[config.mk]
export PLATFORM = sky130hd
export DESIGN_NAME = rv32v_mem_lane_sequencer_flat
export DESIGN_NICKNAME = d
export VERILOG_FILES = /design/src/rtl/rv32v_mem_lane_sequencer_if.sv /design/src/rtl/rv32v_mem_lane_sequencer.sv /design/src/flat_wrapper.sv
export SDC_FILE = /design/constraint.sdc
export NUM_CORES = 1
export LEC_CHECK = 0
export BUFFER_PORTS_ARGS = -buffer_cell sky130_fd_sc_hd__buf_2
export CORE_ASPECT_RATIO = 1.75
export CORE_MARGIN = 3
export CORE_UTILIZATION = 46
export CTS_CLUSTER_SIZE = 28
export DETAILED_ROUTE_END_ITERATION = 6
export PLACE_DENSITY_LB_ADDON = 0.25
export REMOVE_ABC_BUFFERS = 1
export SLEW_MARGIN = 0
export SYNTH_ARGS = -nofsm -noshare
export SYNTH_HDL_FRONTEND = slang
export SYNTH_SLANG_ARGS = --single-unit
[constraint.sdc]
create_clock -name CLK -period 3 [get_ports CLK]
set_input_delay 0.6 -clock CLK [delete_from_list [all_inputs] [get_ports CLK]]
set_output_delay 0.6 -clock CLK [all_outputs]
set_load 0.05 [all_outputs]
[src/rtl/rv32v_mem_lane_sequencer_if.sv]
// Shared element types and the scalar data-memory port used by rv32v_mem_lane_sequencer.
// The sequencer drives the master side; the memory (or bench) drives the slave side.
package rv32v_mem_lane_sequencer_pkg;
  typedef enum logic [1:0] {SEW8 = 2'd0, SEW16 = 2'd1, SEW32 = 2'd2} sew_t;
  typedef logic [4:0] offset_t;
endpackage

interface rv32v_mem_lane_sequencer_if #(
  parameter int ADDR_W = 32,
  parameter int DATA_W = 32
);
  logic                  ren;
  logic                  wen;
  logic [ADDR_W-1:0]     addr;
  logic [DATA_W/8-1:0]   byte_en;
  logic [DATA_W-1:0]     wdata;
  logic                  busy;
  logic [DATA_W-1:0]     rdata;

  modport master (output ren, wen, addr, byte_en, wdata, input busy, rdata);
  modport slave  (input ren, wen, addr, byte_en, wdata, output busy, rdata);
endinterface

[src/rtl/rv32v_mem_lane_sequencer.sv]
// Serialises up to two vector element lanes of one load/store op onto a scalar data-memory port.
// Optional misalignment trap: define RV32V_LSU_MISALIGN_CHECK_EN.
module rv32v_mem_lane_sequencer
  import rv32v_mem_lane_sequencer_pkg::*;
#(
  parameter int ADDR_W = 32,
  parameter int DATA_W = 32
) (
  input  logic                 CLK,
  input  logic                 RST,
  input  logic                 op_valid,
  input  logic                 load_ena,
  input  logic                 store_ena,
  input  logic [1:0]           wen,
  input  logic [ADDR_W-1:0]    aluresult0,
  input  logic [ADDR_W-1:0]    aluresult1,
  input  logic [DATA_W-1:0]    storedata0,
  input  logic [DATA_W-1:0]    storedata1,
  input  sew_t                 eew,
  input  logic [4:0]           vd,
  input  offset_t              woffset0,
  input  offset_t              woffset1,
  input  logic                 flush,
  output logic                 op_ready,
  rv32v_mem_lane_sequencer_if.master dmem,
  output logic                 wb_valid,
  output logic [1:0]           wb_wen,
  output logic [DATA_W-1:0]    wb_data0,
  output logic [DATA_W-1:0]    wb_data1,
  output logic [4:0]           wb_vd,
  output offset_t              wb_woffset0,
  output offset_t              wb_woffset1
`ifdef RV32V_LSU_MISALIGN_CHECK_EN
  ,
  output logic                 misaligned
`endif
);

  typedef enum logic [1:0] {IDLE, LANE0, LANE1, DONE} state_t;

  state_t            state, state_d;
  logic              load_q;
  logic [1:0]        lanes_q;
  logic [ADDR_W-1:0] addr0_q, addr1_q;
  logic [DATA_W-1:0] data0_q, data1_q;
  sew_t              eew_q;
  logic [4:0]        vd_q;
  offset_t           woff0_q, woff1_q;
  logic [DATA_W-1:0] rd0_q, rd1_q, rd0_d, rd1_d;

  logic              accept, in_lane, lane_mis, issue, lane_done, lane_skip, enter_done;
  logic [ADDR_W-1:0] cur_addr;
  logic [DATA_W-1:0] cur_data, ext;
  logic [1:0]        a;
  logic [4:0]        sh;

  always_comb begin
    op_ready  = (state == IDLE);
    accept    = op_valid & op_ready & (load_ena | store_ena) & ~flush;
    in_lane   = (state == LANE0) || (state == LANE1);
    cur_addr  = (state == LANE1) ? addr1_q : addr0_q;
    cur_data  = (state == LANE1) ? data1_q : data0_q;
    a         = cur_addr[1:0];
`ifdef RV32V_LSU_MISALIGN_CHECK_EN
    lane_mis  = ((eew_q == SEW16) && a[0]) || ((eew_q == SEW32) && (a != 2'b00));
`else
    lane_mis  = 1'b0;
`endif
    issue     = in_lane & ~lane_mis;
    lane_done = issue & ~dmem.busy & ~flush;
    lane_skip = in_lane & lane_mis & ~flush;

    dmem.ren  = issue & load_q;
    dmem.wen  = issue & ~load_q;
    dmem.addr = {cur_addr[ADDR_W-1:2], 2'b00};

    sh = '0;
    case (eew_q)
      SEW8: begin
        dmem.byte_en = 4'b0001 << a;
        dmem.wdata   = {4{cur_data[7:0]}};
        sh           = {a, 3'b000};
        ext          = (dmem.rdata >> sh) & DATA_W'(8'hFF);
      end
      SEW16: begin
        dmem.byte_en = 4'b0011 << {a[1], 1'b0};
        dmem.wdata   = {2{cur_data[15:0]}};
        sh           = {a[1], 4'b0000};
        ext          = (dmem.rdata >> sh) & DATA_W'(16'hFFFF);
      end
      default: begin
        dmem.byte_en = '1;
        dmem.wdata   = cur_data;
        ext          = dmem.rdata;
      end
    endcase

    rd0_d = rd0_q;
    rd1_d = rd1_q;
    if (lane_done && load_q) begin
      if (state == LANE1) rd1_d = ext;
      else                rd0_d = ext;
    end

    state_d = state;
    if (flush) begin
      state_d = IDLE;
    end else begin
      case (state)
        IDLE:  if (accept) state_d = wen[0] ? LANE0 : (wen[1] ? LANE1 : DONE);
        LANE0: if (lane_skip) state_d = DONE;
               else if (lane_done) state_d = lanes_q[1] ? LANE1 : DONE;
        LANE1: if (lane_skip || lane_done) state_d = DONE;
        DONE:  state_d = IDLE;
        default: state_d = IDLE;
      endcase
    end
    enter_done = (state_d == DONE) && (state != DONE);
    wb_valid   = (state == DONE);
  end

  always_ff @(posedge CLK) begin
    if (RST) state <= IDLE;
    else     state <= state_d;
  end

  always_ff @(posedge CLK) begin
    if (RST || flush) begin
      load_q      <= 1'b0;
      lanes_q     <= '0;
      addr0_q     <= '0;
      addr1_q     <= '0;
      data0_q     <= '0;
      data1_q     <= '0;
      eew_q       <= SEW8;
      vd_q        <= '0;
      woff0_q     <= '0;
      woff1_q     <= '0;
      rd0_q       <= '0;
      rd1_q       <= '0;
      wb_wen      <= '0;
      wb_data0    <= '0;
      wb_data1    <= '0;
      wb_vd       <= '0;
      wb_woffset0 <= '0;
      wb_woffset1 <= '0;
    end else begin
      rd0_q <= rd0_d;
      rd1_q <= rd1_d;
      if (accept) begin
        load_q  <= load_ena;
        lanes_q <= wen;
        addr0_q <= aluresult0;
        addr1_q <= aluresult1;
        data0_q <= storedata0;
        data1_q <= storedata1;
        eew_q   <= eew;
        vd_q    <= vd;
        woff0_q <= woffset0;
        woff1_q <= woffset1;
        rd0_q   <= '0;
        rd1_q   <= '0;
      end
      // An op with no lanes enters DONE straight from IDLE, so its tags come from the inputs.
      if (enter_done) begin
        if (state == IDLE) begin
          wb_wen      <= '0;
          wb_data0    <= '0;
          wb_data1    <= '0;
          wb_vd       <= vd;
          wb_woffset0 <= woffset0;
          wb_woffset1 <= woffset1;
        end else begin
          wb_wen      <= (load_q && !lane_skip) ? lanes_q : 2'b00;
          wb_data0    <= rd0_d;
          wb_data1    <= rd1_d;
          wb_vd       <= vd_q;
          wb_woffset0 <= woff0_q;
          wb_woffset1 <= woff1_q;
        end
      end
    end
  end

`ifdef RV32V_LSU_MISALIGN_CHECK_EN
  logic mis_q;

  always_ff @(posedge CLK) begin
    if (RST || flush)   mis_q <= 1'b0;
    else if (accept)    mis_q <= 1'b0;
    else if (lane_skip) mis_q <= 1'b1;
  end

  assign misaligned = wb_valid & mis_q;
`endif

endmodule

[src/flat_wrapper.sv]
// flat-port wrapper written by rule: the top's interface ports become plain ports
module rv32v_mem_lane_sequencer_flat import rv32v_mem_lane_sequencer_pkg::*;
#(
  parameter int ADDR_W = 32,
  parameter int DATA_W = 32
)
  (CLK, RST, op_valid, load_ena, store_ena, wen, aluresult0, aluresult1, storedata0, storedata1, eew, vd, woffset0, woffset1, flush, op_ready, wb_valid, wb_wen, wb_data0, wb_data1, wb_vd, wb_woffset0, wb_woffset1, dmem_ren, dmem_wen, dmem_addr, dmem_byte_en, dmem_wdata, dmem_busy, dmem_rdata);
  rv32v_mem_lane_sequencer_if #(.ADDR_W(ADDR_W), .DATA_W(DATA_W)) dmem_i ();
  input  logic CLK;
  input  logic RST;
  input  logic op_valid;
  input  logic load_ena;
  input  logic store_ena;
  input  logic [1:0] wen;
  input  logic [ADDR_W-1:0] aluresult0;
  input  logic [ADDR_W-1:0] aluresult1;
  input  logic [DATA_W-1:0] storedata0;
  input  logic [DATA_W-1:0] storedata1;
  input  sew_t eew;
  input  logic [4:0] vd;
  input  offset_t woffset0;
  input  offset_t woffset1;
  input  logic flush;
  output logic op_ready;
  output logic wb_valid;
  output logic [1:0] wb_wen;
  output logic [DATA_W-1:0] wb_data0;
  output logic [DATA_W-1:0] wb_data1;
  output logic [4:0] wb_vd;
  output offset_t wb_woffset0;
  output offset_t wb_woffset1;
  output wire logic [$bits(dmem_i.ren)-1:0] dmem_ren;
  output wire logic [$bits(dmem_i.wen)-1:0] dmem_wen;
  output wire logic [$bits(dmem_i.addr)-1:0] dmem_addr;
  output wire logic [$bits(dmem_i.byte_en)-1:0] dmem_byte_en;
  output wire logic [$bits(dmem_i.wdata)-1:0] dmem_wdata;
  input wire logic [$bits(dmem_i.busy)-1:0] dmem_busy;
  input wire logic [$bits(dmem_i.rdata)-1:0] dmem_rdata;
  assign dmem_ren = dmem_i.ren;
  assign dmem_wen = dmem_i.wen;
  assign dmem_addr = dmem_i.addr;
  assign dmem_byte_en = dmem_i.byte_en;
  assign dmem_wdata = dmem_i.wdata;
  assign dmem_i.busy = dmem_busy;
  assign dmem_i.rdata = dmem_rdata;
  rv32v_mem_lane_sequencer #(.ADDR_W(ADDR_W), .DATA_W(DATA_W)) u_core (.CLK(CLK), .RST(RST), .op_valid(op_valid), .load_ena(load_ena), .store_ena(store_ena), .wen(wen), .aluresult0(aluresult0), .aluresult1(aluresult1), .storedata0(storedata0), .storedata1(storedata1), .eew(eew), .vd(vd), .woffset0(woffset0), .woffset1(woffset1), .flush(flush), .op_ready(op_ready), .dmem(dmem_i), .wb_valid(wb_valid), .wb_wen(wb_wen), .wb_data0(wb_data0), .wb_data1(wb_data1), .wb_vd(wb_vd), .wb_woffset0(wb_woffset0), .wb_woffset1(wb_woffset1));
endmodule
Word-level counts from Yosys, hierarchy flattened
Index checks and enable logic that the tools add are counted.

cells by class
  equal/unequal tests = 6
  shifts and indexed selects = 4
  mux-type cells = 24
  bitwise gates (word level) = 11
  reductions and logical operators = 7

operators with widths
  kind                                              number
  2-to-1 mux 32 bit                                 8
  case mux 32 bit (2 select lines)                  2
  >> shifter 32 x 5 -> 16 bit                       1
  >> shifter 32 x 5 -> 8 bit                        1
  2-to-1 mux 5 bit                                  3
  2-to-1 mux 2 bit                                  7
  case mux 2 bit (4 select lines)                   1
  case mux 4 bit (2 select lines)                   1
  bitwise AND 1 bit                                 7
  == test 2 bit (second input constant)             3
  == test 2 x 1 -> 1 bit (second input constant)    2
  logical NOT 2 bit                                 2
  << shifter 1 x 2 -> 4 bit (first input constant)  1
  << shifter 2 x 2 -> 4 bit (first input constant)  1
  NOT 1 bit                                         3
  logical AND 1 bit                                 2
  logical OR 1 bit                                  2
  2-to-1 mux 1 bit                                  2
  != test 2 bit (second input constant)             1
  OR reduction 2 bit                                1
  bitwise OR 1 bit                                  1

storage, ports and cells
  register bits after elaboration = 295
  input bits = 186
  output and inout bits = 153
  word-level logic and storage cells = 71

Longest topological paths before layout
  word-level depth = 9
  gate-level depth with buffers = 11
  gate-level depth less buffers = 7

Least setup slack after synthesis
Ideal clock, no wire load.

  kind = reg-to-output
  start point = register u_core.state[0]
  end point = output dmem_wdata[21]
  arrival = 2.870 ns
  data required time = 2.400 ns
  setup slack = -0.470 ns
  cell stages (with the launch flop) = 9
  path buffers = 4
  cells stage by stage = dfxtp_1 > inv_1 > ha_1 > clkbuf_1 > buf_1 > clkbuf_1 > buf_2 > mux2i_1 > a21oi_1

on the way
  word-level cells in the longest chain between the ends = 3

RTL lines
  element                           RTL line                         RTL
  start: declaration                rv32v_mem_lane_sequencer.sv:41   state_t state, state_d;
  start signal: assignment          rv32v_mem_lane_sequencer.sv:124  else state <= state_d;
  == test 2 bit                     rv32v_mem_lane_sequencer.sv:62   cur_data = (state == LANE1) ? data1_q : data0_q;
  2-to-1 mux 32 bit                 rv32v_mem_lane_sequencer.sv:62
  case mux 32 bit (2 select lines)  rv32v_mem_lane_sequencer.sv:78   case (eew_q)
  end: declaration                  flat_wrapper.sv:36               output wire logic [$bits(dmem_i.wdata)-1:0] dmem_wdata;

No other way between the ends.

Final worst setup path
  start point = register u_core.state[0]
  end point = output dmem_wdata[26]

Same word-level chain as after synthesis.

==> results by group <==
Run status
  • Status: complete, no violations

Timing
  • RSZ-0062 raised after global routing: true
  • Fmax: 343.7 MHz
  • Final slew viol count: 0
  • Worst-Margin Slew: 714.8 ps
  • Final Hold Vio Count: 0
  • Final min period: 2909 ps
  • TNS Setup: 0 ps
  • Final setup vio count: 0
  • Relative slew slack: 52.35%
  • Layout Skew: 18.62 ps
  • Final Cycle Share: 96.97%

Worst setup path
  • Worst Path Arrival: 2310 ps
  • Crit path capture type: output port
  • CP Class: reg -> out
  • CP Launch Type: flop
  • CP required: 2400 ps
  • Biggest fanout along the worst timing path: 13

Synth
  • Register area share after synthesis: 46.51%
  • Post-synth top area share: 46.51%
  • #FFs+latches synth: 295
  • Yosys cell types: 41
  • Synthesized area: 12700 um2
  • Post-synth EDFFs: 0
  • Area leader, netlist: dfxtp_1
  • Mean Syn Cell Area: 8.192 um2
  • Syn Inst Count: 1550
  • Async SR Flop Fraction: 0%
  • Synth Flop Type: dfxtp_1
  • Synth warn: 0
  • Synth top area cells: dfxtp_1 (47%), a21oi_1 (11%), nand2_1 (9.8%)

Power
  • Peak supply drop: 0.4903 mV
  • Overall power: 8.829 mW
  • Lkg Pwr: 6.556 nW
  • Power density cells: 557.2 nW/um2

Floorplanning
  • # rows: 79
  • Core Region: 26890 um2
  • DIE WIDTH: 131.6 um
  • Starting Density: 47.23%
  • Die area: 29710 um2
  • Ports: 339
  • Die Y: 225.8 um

Clocking
  • Clock Pin Slew Worst Setup and Hold Paths: 70 ps
  • Cts bufs inserted: 27
  • H-tree Lvls: 1
  • Clk_lat worst skew: 540 ps
  • Clock sink count: 295
  • Clock buffer depth: 3
  • Root Buffer Master: clkbuf_16
  • CTS tree: built

Run
  • Max-cap viol count: 0

Final layout
  • Most common cell after layout, fill and taps aside: nand2_1
  • Reg area: 5912 um2
  • Fill cells: 2539
  • Area added between synthesis and finish: 24.80%
  • Post-layout net count: 2003
  • Design Area, Final: 15850 um2
  • Multi-input gate area: 6290 um2
  • Share of cells above drive strength 1: 26.93%
  • Most frequent cells in the layout: nand2_1 (329), buf_2 (328), dfxtp_1 (292), a21oi_1 (279), mux2i_1 (89)

Global routing
  • Largest net degree at the start of global routing: 151
  • First-pass GRT wire length: 62250 um
  • Initial antenna violation count: 6
  • Total gr overflow: 0
  • Vias in the first global route: 11837
  • Gr usage total: 25.57%

Route
  • Initial DRC Count: 780
  • Via density: 5.638
  • DRC viols: 0
  • DRT Pass-1 Iters: 7
  • Avg WL per Cell: 18.44 um
  • Total routed wirelength: 40560 um
  • DR vias: 12403
  • Antenna viol nets, final: 0

Placed design
  • Post-DP HPWL: 27250 um
  • Port Buffers: 336
  • Area post-placement: 14740 um2
  • GPL Wtd Cong: 0.8809

Min path
  • Class of the worst hold path: in -> reg
[cells in the mapped netlist (2+ instances only)]
cell	number
dfxtp_1	295
o22ai_1	17
o311ai_0	16
a31oi_1	15
nor2b_1	4
buf_2	5
mux2i_1	90
nand3_1	25
ha_1	6
and3b_1	2
a211oi_1	15
o221ai_1	8
o21ai_0	36
nand2_1	330
clkbuf_1	133
or2_2	4
buf_1	12
inv_1	3
nor2_1	78
nand4_1	66
nand2b_1	2
a21oi_1	279
o31ai_1	50
buf_4	3
or3_1	2
mux2_2	39
[per-layer routing]
layer / GRT usage, % / up-vias / wire (um)
met2: 46.31 / 504 / 20880
met1: 27.63 / 5797 / 14400
met4: 13.06 / 2 / 2040
met5: 0 / - / 7
li1: - / 5998 / -
met3: 6.286 / 102 / 3231
[kinds of logic (layout without fill, tap and decap cells)]
family          count (synthesis)  after routing  synth area share, %
simple gates                  520            520                17.46
compound gates                442            442                20.01
flops                         295            295                46.51
other cells                     1              7              0.02953
buf+inv                       157            437                4.838
mux                           129            129                10.55
fa+ha+maj                       6              6               0.5912
[path summary, 6_finish.rpt]
path | from | end | slack, ps | cells past startpoint
worst min-delay path | aluresult0[23] | u_core.addr0_q[23] | 290 | 3
worst min register to register | u_core.addr1_q[27] | u_core.addr1_q[27] | 450 | 2
worst max register to register | u_core.state[1] | u_core.wb_vd[0] | 360 | 9
worst max-delay path | u_core.state[0] | dmem_wdata[26] | 90 | 9
[area by class of cell]
class / count / area share, %
Sequential cell: 295 / 37.31
Clock inverter: 14 / 1.113
Inverter: 3 / 0.07106
Tap cell: 364 / 2.874
Timing Repair Buffer: 385 / 14.03
Multi-Input combinational cell: 1099 / 39.69
Clock buffer: 35 / 4.832
Antenna cell: 5 / 0.07896
[per-stage QoR]
| stage | utilization, % | std cells | hold WS [ps] | setup WS, ps |
|---|---|---|---|---|
| after floorplan | - | 1397 | 432.1 | -4809 |
| after global placement | 54.84 | 2137 | 438.5 | 362.4 |
| after detailed placement | 54.84 | 2137 | 445.4 | 266.8 |
| after CTS | 58.57 | 2188 | 268.3 | 9.490 |
| after global routing | 58.94 | 2200 | 286.1 | -9.539 |
| final | 58.94 | 2200 | 287.8 | 90.84 |
[what timing repair did]
item / in CTS / in global routing
setup endpoints to repair: 12 / 12
setup buffers: 1 / 6
gates cloned: 1 / 1
resized for setup: 9 / 9
hold endpoints to repair: 0 / 0
hold buffers: 0 / 0
[where the power goes]
group	internal (mW)	switching [mW]	total, mW	leakage [nW]
clock	2.14	1.50	3.64	0.470
sequential	3.98	0.0342	4.01	2.39
combinational	0.354	0.819	1.17	3.70
[flip-flops by register name, summed over array words and instances (netlist names)]
name / count
u_core.addr0_q: 32
u_core.addr1_q: 32
u_core.data0_q: 32
u_core.data1_q: 32
u_core.rd0_q: 32
u_core.rd1_q: 32
u_core.wb_data0: 32
u_core.wb_data1: 32
u_core.vd_q: 5
u_core.wb_vd: 5
u_core.wb_woffset0: 5
u_core.wb_woffset1: 5
u_core.woff0_q: 5
u_core.woff1_q: 5
u_core.eew_q: 2
u_core.lanes_q: 2
u_core.state: 2
u_core.wb_wen: 2
u_core.load_q: 1
[critical path, stage by stage (launching register included)]
cell and delay, ps:
dfxtp_2 340, inv_2 110, ha_4 180, buf_8 190
mux2_2 400, nor2_1 100, a21oi_1 50, nor2_1 100
a21oi_1 50, buf_2 250
Note: power is estimated with default switching activity, not from simulation.
